`src/rtl/fpga_reg_pkg.sv`:
```
// rtl/fpga_reg_pkg.sv - shared constants, frame state encoding and address check for the register write path
// Optional build macro: REG_WRITE_CHECKSUM_EN adds a 4th checksum byte to every frame.
package fpga_reg_pkg;

  localparam logic [7:0] STATUS_REG_ADDR = 8'h00;
  localparam logic [7:0] ERROR_REG_ADDR  = 8'h04;
  localparam logic [7:0] WREG_BASE_ADDR  = 8'h08;

`ifdef REG_WRITE_CHECKSUM_EN
  localparam int FRAME_BYTES = 4;

  typedef enum logic [2:0] {
    ST_IDLE,
    ST_GOT_ADDR,
    ST_GOT_LO,
    ST_GOT_HI,
    ST_COMMIT
  } frame_state_t;
`else
  localparam int FRAME_BYTES = 3;

  typedef enum logic [1:0] {
    ST_IDLE,
    ST_GOT_ADDR,
    ST_GOT_LO,
    ST_COMMIT
  } frame_state_t;
`endif

  // True when addr names one of the writable registers; the read-only
  // status/error registers sit below the writable bank and are never accepted.
  function automatic logic addr_is_wreg(input logic [7:0] addr, input int num_wregs);
    logic [7:0] off;
    off = addr - WREG_BASE_ADDR;
    return (addr != STATUS_REG_ADDR) && (addr != ERROR_REG_ADDR) &&
           (addr >= WREG_BASE_ADDR) && (off[1:0] == 2'b00) &&
           (int'(off[7:2]) < num_wregs);
  endfunction

endpackage

```
`src/rtl/reg_frame_timer.sv`:
```
// rtl/reg_frame_timer.sv - inter-byte timeout counter for one register write frame
module reg_frame_timer #(
  parameter int TIMEOUT_CYCLES = 1024
) (
  input  logic sysClk,
  input  logic reset,
  input  logic clear,
  input  logic enable,
  output logic expired
);

  localparam int TW = $clog2(TIMEOUT_CYCLES);

  logic [TW-1:0] count;

  assign expired = (count == TW'(TIMEOUT_CYCLES - 1));

  // Count idle cycles while a frame is open; hold at the limit until cleared.
  always_ff @(posedge sysClk or posedge reset) begin
    if (reset) begin
      count <= '0;
    end else if (clear) begin
      count <= '0;
    end else if (enable && !expired) begin
      count <= count + 1'b1;
    end
  end

endmodule

```
`src/rtl/reg_write_register_table.sv`:
```
// rtl/reg_write_register_table.sv - assembles SPI register write frames and decodes one-hot write strobes
// Optional build macro: REG_WRITE_CHECKSUM_EN (frame = addr, data_lo, data_hi, addr^lo^hi).
module reg_write_register_table
  import fpga_reg_pkg::*;
#(
  parameter int NUM_WREGS      = 4,
  parameter int TIMEOUT_CYCLES = 1024
) (
  input  logic                 sysClk,
  input  logic                 reset,
  input  logic [7:0]           byte_in,
  input  logic                 byte_in_valid,
  input  logic                 cs_active,
  output logic [7:0]           reg_addr,
  output logic [15:0]          reg_data,
  output logic                 write_valid,
  output logic [NUM_WREGS-1:0] write_sel,
  output logic                 frame_error
);

  frame_state_t state, next_state;

  logic [7:0]           addr_q;
  logic [7:0]           lo_q;
  logic [15:0]          data_cand;
  logic                 cks_ok;
  logic                 byte_accept;
  logic                 waiting;
  logic                 timer_expired;
  logic                 abort_err;
  logic                 frame_done;
  logic [7:0]           addr_off;
  logic [NUM_WREGS-1:0] sel_dec;

  // A byte with chip select low is dropped in every state.
  assign byte_accept = byte_in_valid && cs_active;

`ifdef REG_WRITE_CHECKSUM_EN
  logic [7:0] hi_q;
  assign waiting   = (state == ST_GOT_ADDR) || (state == ST_GOT_LO) || (state == ST_GOT_HI);
  assign data_cand = {hi_q, lo_q};
  assign cks_ok    = (byte_in == (addr_q ^ lo_q ^ hi_q));
`else
  assign waiting   = (state == ST_GOT_ADDR) || (state == ST_GOT_LO);
  assign data_cand = {byte_in, lo_q};
  assign cks_ok    = 1'b1;
`endif

  reg_frame_timer #(
    .TIMEOUT_CYCLES(TIMEOUT_CYCLES)
  ) u_timer (
    .sysClk (sysClk),
    .reset  (reset),
    .clear  (byte_accept || !waiting || !cs_active),
    .enable (waiting),
    .expired(timer_expired)
  );

  // State register.
  always_ff @(posedge sysClk or posedge reset) begin
    if (reset) state <= ST_IDLE;
    else       state <= next_state;
  end

  // Next state: abort beats a byte, a byte beats the timeout.
  always_comb begin
    next_state = state;
    abort_err  = 1'b0;
    frame_done = 1'b0;
    case (state)
      ST_IDLE, ST_COMMIT: begin
        next_state = byte_accept ? ST_GOT_ADDR : ST_IDLE;
      end
      ST_GOT_ADDR: begin
        if (!cs_active)         begin abort_err = 1'b1; next_state = ST_IDLE; end
        else if (byte_in_valid) next_state = ST_GOT_LO;
        else if (timer_expired) begin abort_err = 1'b1; next_state = ST_IDLE; end
      end
      ST_GOT_LO: begin
        if (!cs_active)         begin abort_err = 1'b1; next_state = ST_IDLE; end
`ifdef REG_WRITE_CHECKSUM_EN
        else if (byte_in_valid) next_state = ST_GOT_HI;
`else
        else if (byte_in_valid) begin frame_done = 1'b1; next_state = ST_COMMIT; end
`endif
        else if (timer_expired) begin abort_err = 1'b1; next_state = ST_IDLE; end
      end
`ifdef REG_WRITE_CHECKSUM_EN
      ST_GOT_HI: begin
        if (!cs_active)         begin abort_err = 1'b1; next_state = ST_IDLE; end
        else if (byte_in_valid) begin frame_done = 1'b1; next_state = ST_COMMIT; end
        else if (timer_expired) begin abort_err = 1'b1; next_state = ST_IDLE; end
      end
`endif
      default: next_state = ST_IDLE;
    endcase
  end

  // One-hot strobe for the assembled address; only used when the address checks out.
  always_comb begin
    addr_off = addr_q - WREG_BASE_ADDR;
    sel_dec  = '0;
    for (int k = 0; k < NUM_WREGS; k++) begin
      sel_dec[k] = (addr_off[7:2] == 6'(k));
    end
  end

  // Capture frame bytes as they are accepted.
  always_ff @(posedge sysClk or posedge reset) begin
    if (reset) begin
      addr_q <= '0;
      lo_q   <= '0;
`ifdef REG_WRITE_CHECKSUM_EN
      hi_q   <= '0;
`endif
    end else if (byte_accept) begin
      case (state)
        ST_IDLE, ST_COMMIT: addr_q <= byte_in;
        ST_GOT_ADDR:        lo_q   <= byte_in;
`ifdef REG_WRITE_CHECKSUM_EN
        ST_GOT_LO:          hi_q   <= byte_in;
`endif
        default: ;
      endcase
    end
  end

  // Outputs appear in the COMMIT cycle; error pulses in the cycle after an abort.
  always_ff @(posedge sysClk or posedge reset) begin
    if (reset) begin
      reg_addr    <= '0;
      reg_data    <= '0;
      write_valid <= 1'b0;
      write_sel   <= '0;
      frame_error <= 1'b0;
    end else begin
      write_valid <= 1'b0;
      write_sel   <= '0;
      frame_error <= abort_err;
      if (frame_done) begin
        if (addr_is_wreg(addr_q, NUM_WREGS) && cks_ok) begin
          write_valid <= 1'b1;
          write_sel   <= sel_dec;
          reg_addr    <= addr_q;
          reg_data    <= data_cand;
        end else begin
          frame_error <= 1'b1;
        end
      end
    end
  end

endmodule
```
`config.mk`:
```
export PLATFORM = sky130hd
export DESIGN_NAME = reg_write_register_table
export DESIGN_NICKNAME = d
export VERILOG_FILES = /design/src/rtl/fpga_reg_pkg.sv /design/src/rtl/reg_frame_timer.sv /design/src/rtl/reg_write_register_table.sv
export SDC_FILE = /design/constraint.sdc
export NUM_CORES = 1
export LEC_CHECK = 0
export CORE_MARGIN = 2
export CORE_UTILIZATION = 48
export CTS_BUF_LIST = sky130_fd_sc_hd__clkbuf_16
export CTS_CLUSTER_DIAMETER = 30
export DETAILED_ROUTE_END_ITERATION = 8
export PLACE_DENSITY = 0.8
export SYNTH_ARGS = -nofsm -noshare
export SYNTH_HDL_FRONTEND = slang
export SYNTH_HIERARCHICAL = 1
export SYNTH_SLANG_ARGS = --single-unit
```
`constraint.sdc`:
```
create_clock -name sysClk -period 2.4 [get_ports sysClk]
set_clock_uncertainty 0.2 [all_clocks]
set_input_delay 0.72 -clock sysClk [delete_from_list [all_inputs] [get_ports sysClk]]
set_output_delay 0.72 -clock sysClk [all_outputs]
set_load 0.1 [all_outputs]
```
==> report_table.html, run 1 <==
<table>
<tr><th>Metric</th><th>Value</th></tr>
<tr><th colspan="2">Die</th></tr>
<tr><td>Number of standard-cell rows in the floorplan</td><td>26</td></tr>
<tr><td>Horiz. Die Dim</td><td>77.72 microns</td></tr>
<tr><td>Area inside the core boundary</td><td>5172 sq um</td></tr>
<tr><td>I/O pin count</td><td>42</td></tr>
<tr><td>Initial core utilization</td><td>50.44%</td></tr>
<tr><td>Die Outline Area</td><td>6040 sq um</td></tr>
<tr><td>Die height</td><td>77.72 microns</td></tr>
<tr><th colspan="2">Global routing</th></tr>
<tr><td>Largest net degree at the start of global routing</td><td>49</td></tr>
<tr><td>Total global routing track utilization</td><td>20.57%</td></tr>
<tr><td>Initial antenna violation count</td><td>0</td></tr>
<tr><td>GRT Residual Overflow</td><td>0</td></tr>
<tr><td>Via count of the first global-routing pass</td><td>1,819</td></tr>
<tr><td>Wire length of the first global-routing pass</td><td>9321 microns</td></tr>
<tr><th colspan="2">Power and ir drop</th></tr>
<tr><td>Combinational group share of total power</td><td>8.5%</td></tr>
<tr><td>Leak pwr</td><td>0.001704 uW</td></tr>
<tr><td>Cell Pwr Density</td><td>704.7 nW/um^2</td></tr>
<tr><td>Internal portion of total power</td><td>2062 uW</td></tr>
<tr><td>Worst vdd ir</td><td>0.6128 mV</td></tr>
<tr><td>Overall power of the completed layout</td><td>2667 uW</td></tr>
<tr><td>Switching power share of the total</td><td>22.69%</td></tr>
<tr><td>Switching power summed over all nets</td><td>605.1 uW</td></tr>
<tr><td>Fraction of power consumed by sequential logic</td><td>40.7%</td></tr>
<tr><td>Proportion of power drawn by the clock network</td><td>50.8%</td></tr>
<tr><th colspan="2">STA</th></tr>
<tr><td>Fin. max-slew vios</td><td>0</td></tr>
<tr><td>Slew at the pin closest to its max-slew limit</td><td>0.3952 ns</td></tr>
<tr><td>Number of setup violations in the final report</td><td>0</td></tr>
<tr><td>Setup repair after global routing missed its margin</td><td>no</td></tr>
<tr><td>Slew Limit Headroom</td><td>73.62%</td></tr>
<tr><td>Max frequency</td><td>0.4315 GHz</td></tr>
<tr><td>Part of the cycle the worst path needs</td><td>96.57%</td></tr>
<tr><td>Min Clock Period, post-route</td><td>2.318 ns</td></tr>
<tr><td>Final hold viol count</td><td>0</td></tr>
<tr><td>Sum of negative setup slack</td><td>0 ns</td></tr>
<tr><th colspan="2">Layout</th></tr>
<tr><td>Layout overhead on the synthesized area</td><td>45.08%</td></tr>
<tr><td>Diode count</td><td>0</td></tr>
<tr><td>Final net count</td><td>263</td></tr>
<tr><td>Share of cells above drive strength 1</td><td>39.68%</td></tr>
<tr><th colspan="2">CTS</th></tr>
<tr><td>Worst-skew pair later-pin latency</td><td>0.33 ns</td></tr>
<tr><td>Sink Count</td><td>58</td></tr>
<tr><td>Total of hold buffers inserted after clock tree synthesis</td><td>0</td></tr>
<tr><td>Number of buffers created by CTS</td><td>9</td></tr>
<tr><td>TritonCTS clock tree</td><td>built</td></tr>
<tr><td>Clock tree root driver cell</td><td>sky130_fd_sc_hd__clkbuf_16</td></tr>
<tr><td>Post-CTS Setup Bufs</td><td>0</td></tr>
<tr><td>Post-cts gate resize count</td><td>0</td></tr>
<tr><td>Largest buffer count on any clock path</td><td>2</td></tr>
<tr><td>Clock slew at the register clock pins of the worst setup and hold paths</td><td>0.05 ns</td></tr>
<tr><td>Number of H-tree levels</td><td>3</td></tr>
<tr><th colspan="2">Yosys</th></tr>
<tr><td>Synthesized flop and latch total</td><td>58</td></tr>
<tr><td>Total of warnings raised by yosys</td><td>6</td></tr>
<tr><td>Cell area after synthesis</td><td>2609 sq um</td></tr>
<tr><td>Synth Instances</td><td>194</td></tr>
<tr><td>Flip-flop cell with the highest count after synthesis</td><td>sky130_fd_sc_hd__dfrtp_1</td></tr>
<tr><td>Post-Syn Area per Cell</td><td>13.45 sq um</td></tr>
<tr><td>Share of synthesized area occupied by flip-flops and latches</td><td>55.64%</td></tr>
<tr><td>Number of distinct library cells after synthesis</td><td>42</td></tr>
<tr><td>Top cells by area, synth</td><td>sky130_fd_sc_hd__dfrtp_1 56%, sky130_fd_sc_hd__mux2_4 9.8%, sky130_fd_sc_hd__mux2_2 8.6%</td></tr>
<tr><td>Proportion of register bits with asynchronous set or reset after synthesis</td><td>100.0%</td></tr>
<tr><td>Number of synthesized flops with an enable pin</td><td>0</td></tr>
<tr><td>Portion of synthesized cell area occupied by the leading cell type</td><td>55.64%</td></tr>
<tr><td>Largest area contributor in the synthesized netlist</td><td>sky130_fd_sc_hd__dfrtp_1</td></tr>
<tr><td>Number of nets in the synthesized netlist</td><td>210</td></tr>
<tr><th colspan="2">Critical path</th></tr>
<tr><td>Crit path DAT</td><td>2.32 ns</td></tr>
<tr><td>CP Capture Type</td><td>flip-flop</td></tr>
<tr><td>Required time of the critical path</td><td>2.41 ns</td></tr>
<tr><td>Start point of the critical path</td><td>addr_q[4]</td></tr>
<tr><td>Startpoint types</td><td>flip-flop</td></tr>
<tr><td>CP max FO</td><td>24</td></tr>
<tr><td>WS Path Type</td><td>flip-flop to flip-flop</td></tr>
<tr><td>Source of the worst register-to-register timing path</td><td>addr_q[4]</td></tr>
<tr><th colspan="2">Detailed routing</th></tr>
<tr><td>Antenna Violating Nets Remaining</td><td>0</td></tr>
<tr><td>Initial DRC count</td><td>169</td></tr>
<tr><td>Number of iterations in the first detailed-routing pass</td><td>4</td></tr>
<tr><td>Via/cell ratio</td><td>5.481</td></tr>
<tr><td>Detailed-route wire length</td><td>5304 microns</td></tr>
<tr><td>Via count</td><td>1,765</td></tr>
<tr><td>Average detailed-routed wire length per instance</td><td>16.47 microns</td></tr>
<tr><td>Post-route DRC</td><td>0</td></tr>
<tr><th colspan="2">Min path</th></tr>
<tr><td>Path type of the worst min-delay path</td><td>flip-flop to flip-flop</td></tr>
<tr><td>Start point of the worst min-delay path</td><td>lo_q[3]</td></tr>
<tr><th colspan="2">Placement</th></tr>
<tr><td>Post-detail-place hpwl</td><td>3584 microns</td></tr>
<tr><td>Final weighted congestion in routability-driven placement</td><td>0.8964</td></tr>
<tr><td>Count of input and output buffers</td><td>41</td></tr>
<tr><th colspan="2">Run</th></tr>
<tr><td>Reported max-cap violation count</td><td>0</td></tr>
<tr><th colspan="2">Outcome</th></tr>
<tr><td>Outcome</td><td>complete, no violations</td></tr>
</table>
==> Yosys cell counts (all sizes together) (4+ instances only) <==
master,instances
inv,11
ha,4
nor2,4
and3,5
a211oi,5
o21ai,4
nor3,6
a41oi,4
mux2,38
nand2,4
nand3,7
dfrtp,58
nor2b,6
buf,5
==> final timing paths <==
path                                         end  depth (start not counted)  slack [ns]
worst max-delay path                 reg_addr[4]                          6        0.08
worst min-delay path                 reg_data[3]                          1        0.30
worst max register to register       reg_addr[4]                          6        0.08
worst min register to register       reg_data[3]                          1        0.30
max in group asynchronous       u_timer/count[7]                          2        1.19
min in group asynchronous       u_timer/count[8]                          2        0.53
==> layout make-up <==
cell class | count | area, sq um
clock inverter | 7 | 92.59
clock buffer | 9 | 225.2
timing repair buffer | 50 | 828.3
fill | 300 | 1388
multi-input combinational | 117 | 1059
tap | 70 | 87.58
inverter | 11 | 41.29
sequential | 58 | 1451
==> layout by cell type, fill, tap and decap left out, types with 3 or more instances in the layout <==
cell,n
sky130_fd_sc_hd__nor3_1,5
sky130_fd_sc_hd__clkbuf_16,9
sky130_fd_sc_hd__inv_1,10
sky130_fd_sc_hd__nand4_1,3
sky130_fd_sc_hd__mux2_2,20
sky130_fd_sc_hd__or3_1,3
sky130_fd_sc_hd__nor2b_1,6
sky130_fd_sc_hd__clkdlybuf4s50_1,11
sky130_fd_sc_hd__buf_12,34
sky130_fd_sc_hd__and3_1,5
sky130_fd_sc_hd__o21ai_0,3
sky130_fd_sc_hd__nand2b_1,3
sky130_fd_sc_hd__buf_4,5
sky130_fd_sc_hd__nand2_1,4
sky130_fd_sc_hd__dfrtp_1,58
sky130_fd_sc_hd__mux2_4,17
sky130_fd_sc_hd__a211oi_1,3
sky130_fd_sc_hd__nor2_1,4
sky130_fd_sc_hd__a311oi_1,3
sky130_fd_sc_hd__a41oi_1,4
sky130_fd_sc_hd__ha_1,4
sky130_fd_sc_hd__nand3_1,6
==> flip-flops by register name, indices dropped and copies added (netlist names) <==
register	cells
lo_q	8
state	2
write_sel	4
addr_q	8
u_timer/count	10
reg_data	16
reg_addr	8
frame_error	1
write_valid	1
==> layer usage <==
layer  track usage, %  routed length, microns  vias up
met5                0                       0        -
met4            9.107                      97        0
met3            6.977                     237        9
met2            31.90                    2656       42
met1            26.21                    2312      892
li1                 -                       -      822
==> stage by stage <==
step	util [%]	hold slack [ns]	setup WS [ns]	cells	instance area, sq um
detailed placement	67.03	0.2873	-0.1450	306	3467
global placement	67.03	0.2824	-0.1034	306	3467
CTS	73.17	0.2996	0.07056	322	3785
floorplan	-	0.2721	0.1248	194	2609
finish	73.17	0.2991	0.08233	322	3785
global route	73.17	0.3136	0.01897	322	3785
==> cell families (layout without fill, tap and decap cells) <==
logic type | after synthesis | in the layout | share of synthesized area (%)
flops | 58 | 58 | 55.64
simple gates | 49 | 49 | 11.61
mux | 39 | 39 | 19.23
compound gates | 25 | 25 | 7.818
buf+inv | 19 | 77 | 3.789
fa+ha+maj | 4 | 4 | 1.919
==> power groups by stage <==
stage / combinational, uW / clock [uW] / sequential (uW)
floorplan: 131 / 0 / 1100
global placement: 215 / 0 / 1090
detailed placement: 225 / 0 / 1100
CTS: 231 / 1370 / 1090
global route: 250 / 1430 / 1090
finish: 227 / 1360 / 1090
==> critical path: stages, from the launching register on <==
cell                      delay, ns
sky130_fd_sc_hd__dfrtp_1       0.39
sky130_fd_sc_hd__inv_1         0.06
sky130_fd_sc_hd__ha_1          0.29
sky130_fd_sc_hd__or4b_4        0.50
sky130_fd_sc_hd__nor3_4        0.17
sky130_fd_sc_hd__buf_12        0.23
sky130_fd_sc_hd__mux2_2        0.36
(Power assumes the default switching activity.)
==> run 2, diff against run 1 <==
--- a/config.mk
+++ b/config.mk
@@ -5,6 +5,7 @@
 export SDC_FILE = /design/constraint.sdc
 export NUM_CORES = 1
 export LEC_CHECK = 0
+export CAP_MARGIN = 20
 export CORE_MARGIN = 2
 export CORE_UTILIZATION = 48
 export CTS_BUF_LIST = sky130_fd_sc_hd__clkbuf_16
==> results of run 2 <==
Same layout as run 1: the final DEF is identical, and so are final timing and power.
